===== config.mk =====
export PLATFORM = sky130hd
export DESIGN_NAME = ifetch_unit
export DESIGN_NICKNAME = d
export VERILOG_FILES = /design/src/rtl/ifetch_unit.sv
export SDC_FILE = /design/constraint.sdc
export NUM_CORES = 1
export LEC_CHECK = 0
export ABC_CLOCK_PERIOD_IN_PS = 4000
export BUFFER_PORTS_ARGS = -buffer_cell sky130_fd_sc_hd__buf_4
export CORE_ASPECT_RATIO = 0.6
export CORE_MARGIN = 5
export CORE_UTILIZATION = 52
export CTS_CLUSTER_DIAMETER = 150
export DETAILED_ROUTE_END_ITERATION = 6
export GPL_TIMING_DRIVEN = 0
export PLACE_DENSITY_LB_ADDON = 0.1
export SYNTH_ARGS = -nofsm -noshare
export SYNTH_HDL_FRONTEND = slang
export SYNTH_SLANG_ARGS = --single-unit

===== constraint.sdc =====
create_clock -name clk -period 4 [get_ports clk]
set_input_delay 0.6 -clock clk [delete_from_list [all_inputs] [get_ports clk]]
set_output_delay 0.6 -clock clk [all_outputs]
set_load 0.02 [all_outputs]

===== src/rtl/ifetch_unit.sv =====
// Instruction fetch stage: holds the fetch PC, issues one-outstanding imem requests, hands instr/pc to the decoder.
// Latency: 3 cycles per instruction best case (request/grant, rvalid, instr_valid); imem_req/imem_addr are registered.
// Backpressure: instr_valid holds instr/pc stable until instr_ready; no new request is issued while holding.
// Optional build macro IFETCH_STALL_CNT_EN adds a saturating 32-bit stall_cnt output.

module ifetch_unit #(
    parameter int              XLEN     = 32,
    parameter logic [XLEN-1:0] RESET_PC = '0
) (
    input  logic            clk,
    input  logic            rst,
    output logic            imem_req,
    output logic [XLEN-1:0] imem_addr,
    input  logic            imem_gnt,
    input  logic            imem_rvalid,
    input  logic [31:0]     imem_rdata,
    output logic            instr_valid,
    input  logic            instr_ready,
    output logic [31:0]     instr,
    output logic [XLEN-1:0] pc,
    input  logic            redirect_valid,
    input  logic [XLEN-1:0] redirect_pc
`ifdef IFETCH_STALL_CNT_EN
    ,
    output logic [31:0]     stall_cnt
`endif
);

    // FETCH: request in flight on the bus; WAIT: granted, awaiting data;
    // HOLD: instruction presented to decoder; DROP: granted request was flushed,
    // its data must be swallowed before a new request can go out.
    typedef enum logic [1:0] {
        FETCH = 2'd0,
        WAIT  = 2'd1,
        HOLD  = 2'd2,
        DROP  = 2'd3
    } state_t;

    localparam logic [XLEN-1:0] ALIGN_MASK = ~XLEN'(3);
    localparam logic [XLEN-1:0] PC_STEP    = XLEN'(4);
    localparam logic [XLEN-1:0] BOOT_PC    = RESET_PC & ALIGN_MASK;

    state_t          state;
    state_t          state_nxt;
    logic [XLEN-1:0] fetch_pc;
    logic [XLEN-1:0] fetch_pc_nxt;
    logic [XLEN-1:0] redirect_target;
    logic            req_q;
    logic [XLEN-1:0] addr_q;
    logic            valid_q;
    logic [31:0]     instr_q;
    logic [XLEN-1:0] pc_q;
    logic            gnt_eff;
    logic            load_instr;

    // Redirect targets are always word aligned regardless of the low bits supplied.
    assign redirect_target = redirect_pc & ALIGN_MASK;

    // A grant only counts while our request is actually on the bus; the first
    // FETCH cycle after reset has imem_req low and must not see a grant.
    assign gnt_eff = imem_gnt & req_q;

    assign imem_req    = req_q;
    assign imem_addr   = addr_q;
    assign instr_valid = valid_q;
    assign instr       = instr_q;
    assign pc          = pc_q;

    // Next-state and fetch-PC selection; redirect outranks every other event.
    always_comb begin
        state_nxt    = state;
        fetch_pc_nxt = fetch_pc;
        load_instr   = 1'b0;
        case (state)
            FETCH: begin
                if (redirect_valid) begin
                    fetch_pc_nxt = redirect_target;
                    // Old address already accepted by memory: its data must be dropped.
                    if (gnt_eff) begin
                        state_nxt = DROP;
                    end
                end else if (gnt_eff) begin
                    state_nxt = WAIT;
                end
            end
            WAIT: begin
                if (redirect_valid) begin
                    fetch_pc_nxt = redirect_target;
                    // Data arriving with the redirect is stale; otherwise wait it out in DROP.
                    state_nxt    = imem_rvalid ? FETCH : DROP;
                end else if (imem_rvalid) begin
                    load_instr = 1'b1;
                    state_nxt  = HOLD;
                end
            end
            HOLD: begin
                if (redirect_valid) begin
                    // A concurrent instr_ready still retires the held word, but the
                    // next fetch goes to the target rather than the sequential PC.
                    fetch_pc_nxt = redirect_target;
                    state_nxt    = FETCH;
                end else if (instr_ready) begin
                    fetch_pc_nxt = fetch_pc + PC_STEP;
                    state_nxt    = FETCH;
                end
            end
            DROP: begin
                if (redirect_valid) begin
                    fetch_pc_nxt = redirect_target;
                end
                if (imem_rvalid) begin
                    state_nxt = FETCH;
                end
            end
            default: begin
                state_nxt = FETCH;
            end
        endcase
    end

    // State, fetch PC and registered bus/decoder outputs; reset overrides any transaction in flight.
    always_ff @(posedge clk) begin
        if (rst) begin
            state    <= FETCH;
            fetch_pc <= BOOT_PC;
            req_q    <= 1'b0;
            addr_q   <= BOOT_PC;
            valid_q  <= 1'b0;
            instr_q  <= 32'h0;
            pc_q     <= BOOT_PC;
        end else begin
            state    <= state_nxt;
            fetch_pc <= fetch_pc_nxt;
            // Request/address are registered from the next state so they line up with FETCH.
            req_q    <= (state_nxt == FETCH);
            addr_q   <= fetch_pc_nxt;
            valid_q  <= (state_nxt == HOLD);
            if (load_instr) begin
                instr_q <= imem_rdata;
                pc_q    <= fetch_pc;
            end
        end
    end

`ifdef IFETCH_STALL_CNT_EN
    logic [31:0] stall_q;

    // Counts cycles the decoder is starved of a valid instruction, saturating at all-ones.
    always_ff @(posedge clk) begin
        if (rst) begin
            stall_q <= 32'h0;
        end else if (!valid_q && (stall_q != 32'hFFFF_FFFF)) begin
            stall_q <= stall_q + 32'h1;
        end
    end

    assign stall_cnt = stall_q;
`endif

endmodule


==> results of run 1 <==
## power groups by stage
stage / combinational (uW) / clock [uW] / sequential, uW
after floorplan: 105 / 0 / 1070
after global placement: 266 / 0 / 1050
after detailed placement: 273 / 0 / 1050
after CTS: 275 / 930 / 1030
after global routing: 298 / 974 / 1030
final: 277 / 921 / 1030
## cell families (layout without fill, tap and decap cells)
logic type,Yosys count,after routing,share of synthesized area
buffers and inverters,52,228,0.0534
AO/OA/AOI/OAI,123,123,0.185
adder cells (fa/ha/maj),1,1,0.00299
flip-flops,96,96,0.459
other,1,4,0.000895
multiplexers,2,2,0.00478
XOR/XNOR,5,5,0.0105
AND/OR/NAND/NOR,246,246,0.283
## cells in the mapped netlist (7+ instances only)
cell      number
a21oi_1       68
a311oi_1      12
clkbuf_1      33
dfxtp_1       96
inv_1          8
nand2_1      142
nand3_1       12
nand4_1       11
nor2_1        22
nor3_1        14
nor4_1         8
o21ai_0        9
o31ai_1        7
## worst max-delay path: stages, from the launching register on
cell,delay (ps)
dfxtp_1,480
ha_1,350
nand4b_4,170
or4_1,540
clkbuf_1,200
or3_1,340
a2111oi_1,390
## metal layers
| metal | up-vias | wire length (um) | track usage | part of all wire |
|---|---|---|---|---|
| li1 | 2214 | - | - | - |
| met1 | 2133 | 5710 | 0.352 | 0.42 |
| met4 | 0 | 305 | 0.0996 | 0.022 |
| met3 | 33 | 1650 | 0.0795 | 0.12 |
| met2 | 273 | 6050 | 0.420 | 0.44 |
| met5 | - | 0 | 0 | 0 |
## per-stage QoR
| step | cells | util | total power (uW) |
|---|---|---|---|
| CTS | 813 | 0.746 | 2230 |
| global placement | 797 | 0.705 | 1310 |
| floorplan | 529 | - | 1180 |
| detailed placement | 797 | 0.705 | 1320 |
| global route | 813 | 0.746 | 2310 |
| finish | 813 | 0.746 | 2230 |
## how the worst max path moves through the flow
stage / endpoint / slack (ps) / depth (start not counted)
4_1_cts: imem_addr[22]$_SDFFE_PP0P_ / 1440 / 6
6_report: imem_addr[22]$_SDFFE_PP0P_ / 1390 / 6
2_1_floorplan: imem_addr[22]$_SDFFE_PP0P_ / 1690 / 6
3_3_place_gp: imem_addr[6]$_SDFFE_PP0P_ / 1450 / 6
3_5_place_dp: imem_addr[20]$_SDFFE_PP0P_ / 1430 / 7
5_1_grt: imem_addr[16]$_SDFFE_PP0P_ / 1190 / 5
## cell type report
class / count / area [um2]
Multi-Input combinational cell: 381 / 2060
Fill cell: 617 / 1990
Sequential cell: 96 / 1920
Timing Repair Buffer: 160 / 1200
Clock buffer: 11 / 243
Buffer: 43 / 190
Tap cell: 108 / 135
Clock inverter: 5 / 80.1
Inverter: 9 / 33.8
## flip-flops by register name, indices dropped and copies added (netlist names)
register     flops
instr           32
imem_addr       30
pc              30
state            2
imem_req         1
instr_valid      1
==> results.ini, run 1 <==
[status]
status = finished clean

[drt]
vias_per_cell = 5.72
final_antenna_net_count = 0
initialDrtViolationCount = 613
drc = 0
wl_per_cell_um = 16.9
drtPass1Iterations = 5
wirelength_mm = 13.7
route.vias.total = 4653

[yosys]
syn_inst = 526
ys_warn_count = 0
synth_top_area_frac = 0.459
syn_avg_cell_area_um2 = 7.97
synth_area_mm2 = 0.00419
yosysTopAreaCell = dfxtp_1
synthTopCellsByArea = dfxtp_1 46%, nand2_1 13%, a21oi_1 8.1%, clkbuf_1 3.0%, a311oi_1 2.5%
ys_ff_latch = 96
synthArstFlopShare = 0
ys_seq_area_frac = 0.459
synth.distinct_cells = 55
synth_edf_count = 0
ys.flop_type = dfxtp_1

[power]
power_frac_seq = 0.462
intPower_uw = 1670
leakage_uw = 0.00232
ir_drop_v = 0.000220
power.share.clock = 0.414
pwr-share-comb = 0.125
power_switching_uw = 553
p_sw_frac = 0.248
pwr_density_cell_mw_per_mm2 = 380

[cts]
postCtsSetupBuffers = 0
cts_num_sinks = 96
cts.clk_slew.worst_paths_ps = 60
cts_buffers = 9
clk_root_buffer_cell = clkbuf_16
cts_tree = yes
h-tree-depth = 3
ctsLongestPathBuffers = 2
hold_buffers = 0
cts_repair_resize_count = 0
clock_latency_ps = 340

[placed_design]
place_area_mm2 = 0.00554
pre_cts_slack_ps = 1430
routabilityCongestion = 0.925
dpl.hpwl_mm = 10.3
portBuffers = 160

[floorplan]
core_area_mm2 = 0.00785
dieArea_mm2 = 0.0100
pin_count = 168
initial_utilization = 0.534
die_h_um = 79.5
std_cell_rows = 25
die_x_um = 126

[hold_path]
holdPathStages = 2
min-delay-start = pc[15]$_SDFFE_PP0P_
min_path_type = reg -> reg
whs_endpoint = pc[15]$_SDFFE_PP0P_

[timing]
hold_violations = 0
clock.fmax_mhz = 384
drv_slew = 0
tightest_slew_ps = 1020
rsz0062_at_grt = no
finalCritPeriodShare = 0.652
timing.hold.ws_ps = 454
period_needed_ps = 2610
finalSetupTns_ps = 0
setup_viol = 0
setup_slack_ps = 1390
clock_skew_ps = 5.35
relSlewSlack = 0.316

[worst_setup_path]
crit_arrival_ps = 2820
crit_fanout = 7
required_ps = 4220
timing.rr.end = imem_addr[22]$_SDFFE_PP0P_
r2r_setup_slack_ps = 1390
ff2ff_path_depth = 6
critical_path_class = reg -> reg
worstSetupEndpointType = register
crit_path_start = imem_addr[2]$_SDFFE_PP0P_
reg2reg_from = imem_addr[2]$_SDFFE_PP0P_
cp-start-kind = register

[finish]
layout.nets = 771
n_antenna_cell = 0
final_area_mm2 = 0.00586
final_common_cell = buf_4
final_layout_size_suffix_gt1_frac = 0.275
syn2layout_area_growth_pct = 39.9
final_cell_mix = 164 x buf_4, 142 x nand2_1, 96 x dfxtp_1

[global_route]
grt_first_pass_wirelength_mm = 21.7
antenna_found_initial = 0
grt_pass1_vias = 4488
grt_overflow_total = 0
grt_max_degree = 16
grtUsageTotal = 0.268

[run]
drv_cap = 0

Power figures use the tool's default switching activity.
==> run 2, diff against run 1 <==
--- a/config.mk
+++ b/config.mk
@@ -5,11 +5,11 @@
 export SDC_FILE = /design/constraint.sdc
 export NUM_CORES = 1
 export LEC_CHECK = 0
-export ABC_CLOCK_PERIOD_IN_PS = 4000
+export ABC_CLOCK_PERIOD_IN_PS = 2700
 export BUFFER_PORTS_ARGS = -buffer_cell sky130_fd_sc_hd__buf_4
 export CORE_ASPECT_RATIO = 0.6
 export CORE_MARGIN = 5
-export CORE_UTILIZATION = 52
+export CORE_UTILIZATION = 48
 export CTS_CLUSTER_DIAMETER = 150
 export DETAILED_ROUTE_END_ITERATION = 6
 export GPL_TIMING_DRIVEN = 0
==> constraint.sdc (replaced) <==
create_clock -name clk -period 2.7 [get_ports clk]
set_input_delay 0.405 -clock clk [delete_from_list [all_inputs] [get_ports clk]]
set_output_delay 0.405 -clock clk [all_outputs]
set_load 0.02 [all_outputs]
==> results.ini, run 2 (same netlist as run 1, synthesis figures left out) <==
[worst_setup_path]
crit_path_max_incr_delay_ps = 530  ; about the same
critical_path_class = reg -> reg
worstSetupEndpointType = register
cp_num_buf_inv = 1  ; unchanged
cp-start-kind = register
crit_arrival_ps = 2820  ; about the same
crit_fanout = 7  ; unchanged
ff2ff_path_depth = 6  ; unchanged
required_ps = 2920  ; -1300 ps
critPathTopFamily = simple AND/OR/NAND/NOR gates
cp.depth = 6  ; unchanged
crit_slowest_cell = or4_1
path_cells = ha_1 > nand4b_4 > or4_1 > clkbuf_1 > or3_1 > a2111oi_1

[drt]
initialDrtViolationCount = 460  ; -25%
final_antenna_net_count = 0  ; unchanged
route.vias.total = 4638  ; -0.32%
drc = 0  ; unchanged
vias_per_cell = 5.68  ; -0.81%
drtPass1Iterations = 5  ; unchanged
wl_per_cell_um = 16.8  ; -0.53%
wirelength_mm = 13.7  ; about the same

[run]
drv_cap = 0  ; unchanged

[global_route]
grt_pass1_vias = 4207  ; -6.3%
grt_first_pass_wirelength_mm = 21.3  ; -1.9%
grtUsageTotal = 0.254  ; -0.0140
grt_max_degree = 16  ; unchanged
grt_overflow_total = 0  ; unchanged
antenna_found_initial = 0  ; unchanged

[timing]
clock.fmax_mhz = 385  ; +0.40%
finalSetupTns_ps = 0  ; unchanged
tightest_slew_ps = 981  ; -36.7 ps
rsz0062_at_grt = no
drv_slew = 0  ; unchanged
timing.hold.ws_ps = 306  ; -148 ps
period_needed_ps = 2600  ; -10.4 ps
setup_viol = 0  ; unchanged
relSlewSlack = 0.340  ; +0.0247
finalCritPeriodShare = 0.961  ; +0.310
clock_skew_ps = 3.99  ; -1.35 ps
hold_violations = 0  ; unchanged

[cts]
clock_latency_ps = 340  ; about the same
cts_buffers = 9  ; unchanged
postCtsSetupBuffers = 0  ; unchanged
cts_repair_resize_count = 0  ; unchanged
cts_tree = yes
cts_num_sinks = 96  ; unchanged
ctsLongestPathBuffers = 2  ; unchanged
hold_buffers = 0  ; unchanged
clk_root_buffer_cell = clkbuf_16
cts.clk_slew.worst_paths_ps = 60  ; about the same
h-tree-depth = 3  ; unchanged

[hold_path]
holdPathStages = 3  ; +1
min_path_type = in -> reg

[power]
ir_drop_v = 0.000299  ; +36%
leakage_uw = 0.00232  ; -0.27%
pwr_density_cell_mw_per_mm2 = 550  ; +45%

[floorplan]
std_cell_rows = 26  ; +4.0%
pin_count = 168  ; unchanged
die_x_um = 131  ; +3.8%
die_h_um = 82.4  ; +3.6%
initial_utilization = 0.492  ; -0.0421
dieArea_mm2 = 0.0108  ; +7.5%
core_area_mm2 = 0.00852  ; +8.6%

[finish]
multiInputGateArea_mm2 = 0.00206  ; unchanged
n_antenna_cell = 0  ; unchanged
final_common_cell = buf_4
syn2layout_area_growth_pct = 39.4
regArea_mm2 = 0.00192  ; unchanged
fill_cells = 742  ; +20%
largest_reg_flops = 32  ; unchanged
layout.nets = 771  ; unchanged
final_cell_mix = 164 x buf_4, 142 x nand2_1, 96 x dfxtp_1
final_layout_size_suffix_gt1_frac = 0.275  ; unchanged

[placed_design]
routabilityCongestion = 0.899  ; -2.8%
dpl.hpwl_mm = 10.4  ; +0.58%
portBuffers = 160  ; unchanged

[status]
status = finished clean

run 2: changes by cell type in the layout (fill, tap and decap cells not counted), sizes merged:
| cell | change |
|---|---|
| bufinv | -1 |
| clkinv | +2 |
| clkinvlp | -1 |
run 2: final timing paths:
| check | start | endpoint | slack (ps) |
|---|---|---|---|
| setup reg to reg | imem_addr[2]$_SDFFE_PP0P_ | imem_addr[22]$_SDFFE_PP0P_ | 100 |
| setup / recovery | imem_addr[2]$_SDFFE_PP0P_ | imem_addr[22]$_SDFFE_PP0P_ | 100 |
| hold / removal | imem_rdata[10] | instr[10]$_SDFFE_PP0P_ | 310 |
| hold reg to reg | pc[28]$_SDFFE_PP0P_ | pc[28]$_SDFFE_PP0P_ | 450 |
run 2: tightest hold or removal path: stages:
cell     delay, ps
buf_4          110
nand2_1         40
a21oi_1         50
run 2: power breakdown:
part	switching, uW	internal (uW)
clock network	538	742
logic	228	183
registers	61.6	1460
total	828	2390
run 2: layer usage:
| metal | track usage | wire, um | vias up |
|---|---|---|---|
| met5 | 0 | 0 | - |
| met4 | 0.0801 | 199 | 0 |
| met3 | 0.0900 | 1640 | 22 |
| met2 | 0.385 | 6020 | 245 |
| met1 | 0.341 | 5850 | 2163 |
| li1 | - | - | 2208 |
run 2: final cells by class:
class	count	share of cell area
multi-input combinational	381	0.352
sequential	96	0.329
inverter	9	0.00578
buffer	43	0.0326
clock buffer	11	0.0416
timing repair buffer	160	0.206
clock inverter	5	0.00964
tap	112	0.0240
run 2: stage by stage:
| stage | std cells | util | setup slack (ps) | cell area [um2] | power [uW] |
|---|---|---|---|---|---|
| 6_report | 817 | 0.685 | 104 | 5840 | 3220 |
| 5_1_grt | 817 | 0.685 | 12.3 | 5840 | 3340 |
| 4_1_cts | 817 | 0.685 | 155 | 5840 | 3230 |
| 3_5_place_dp | 801 | 0.650 | 216 | 5540 | 1960 |
| 3_3_place_gp | 801 | 0.650 | 238 | 5540 | 1950 |
| 2_1_floorplan | 529 | - | 387 | 4200 | 1750 |
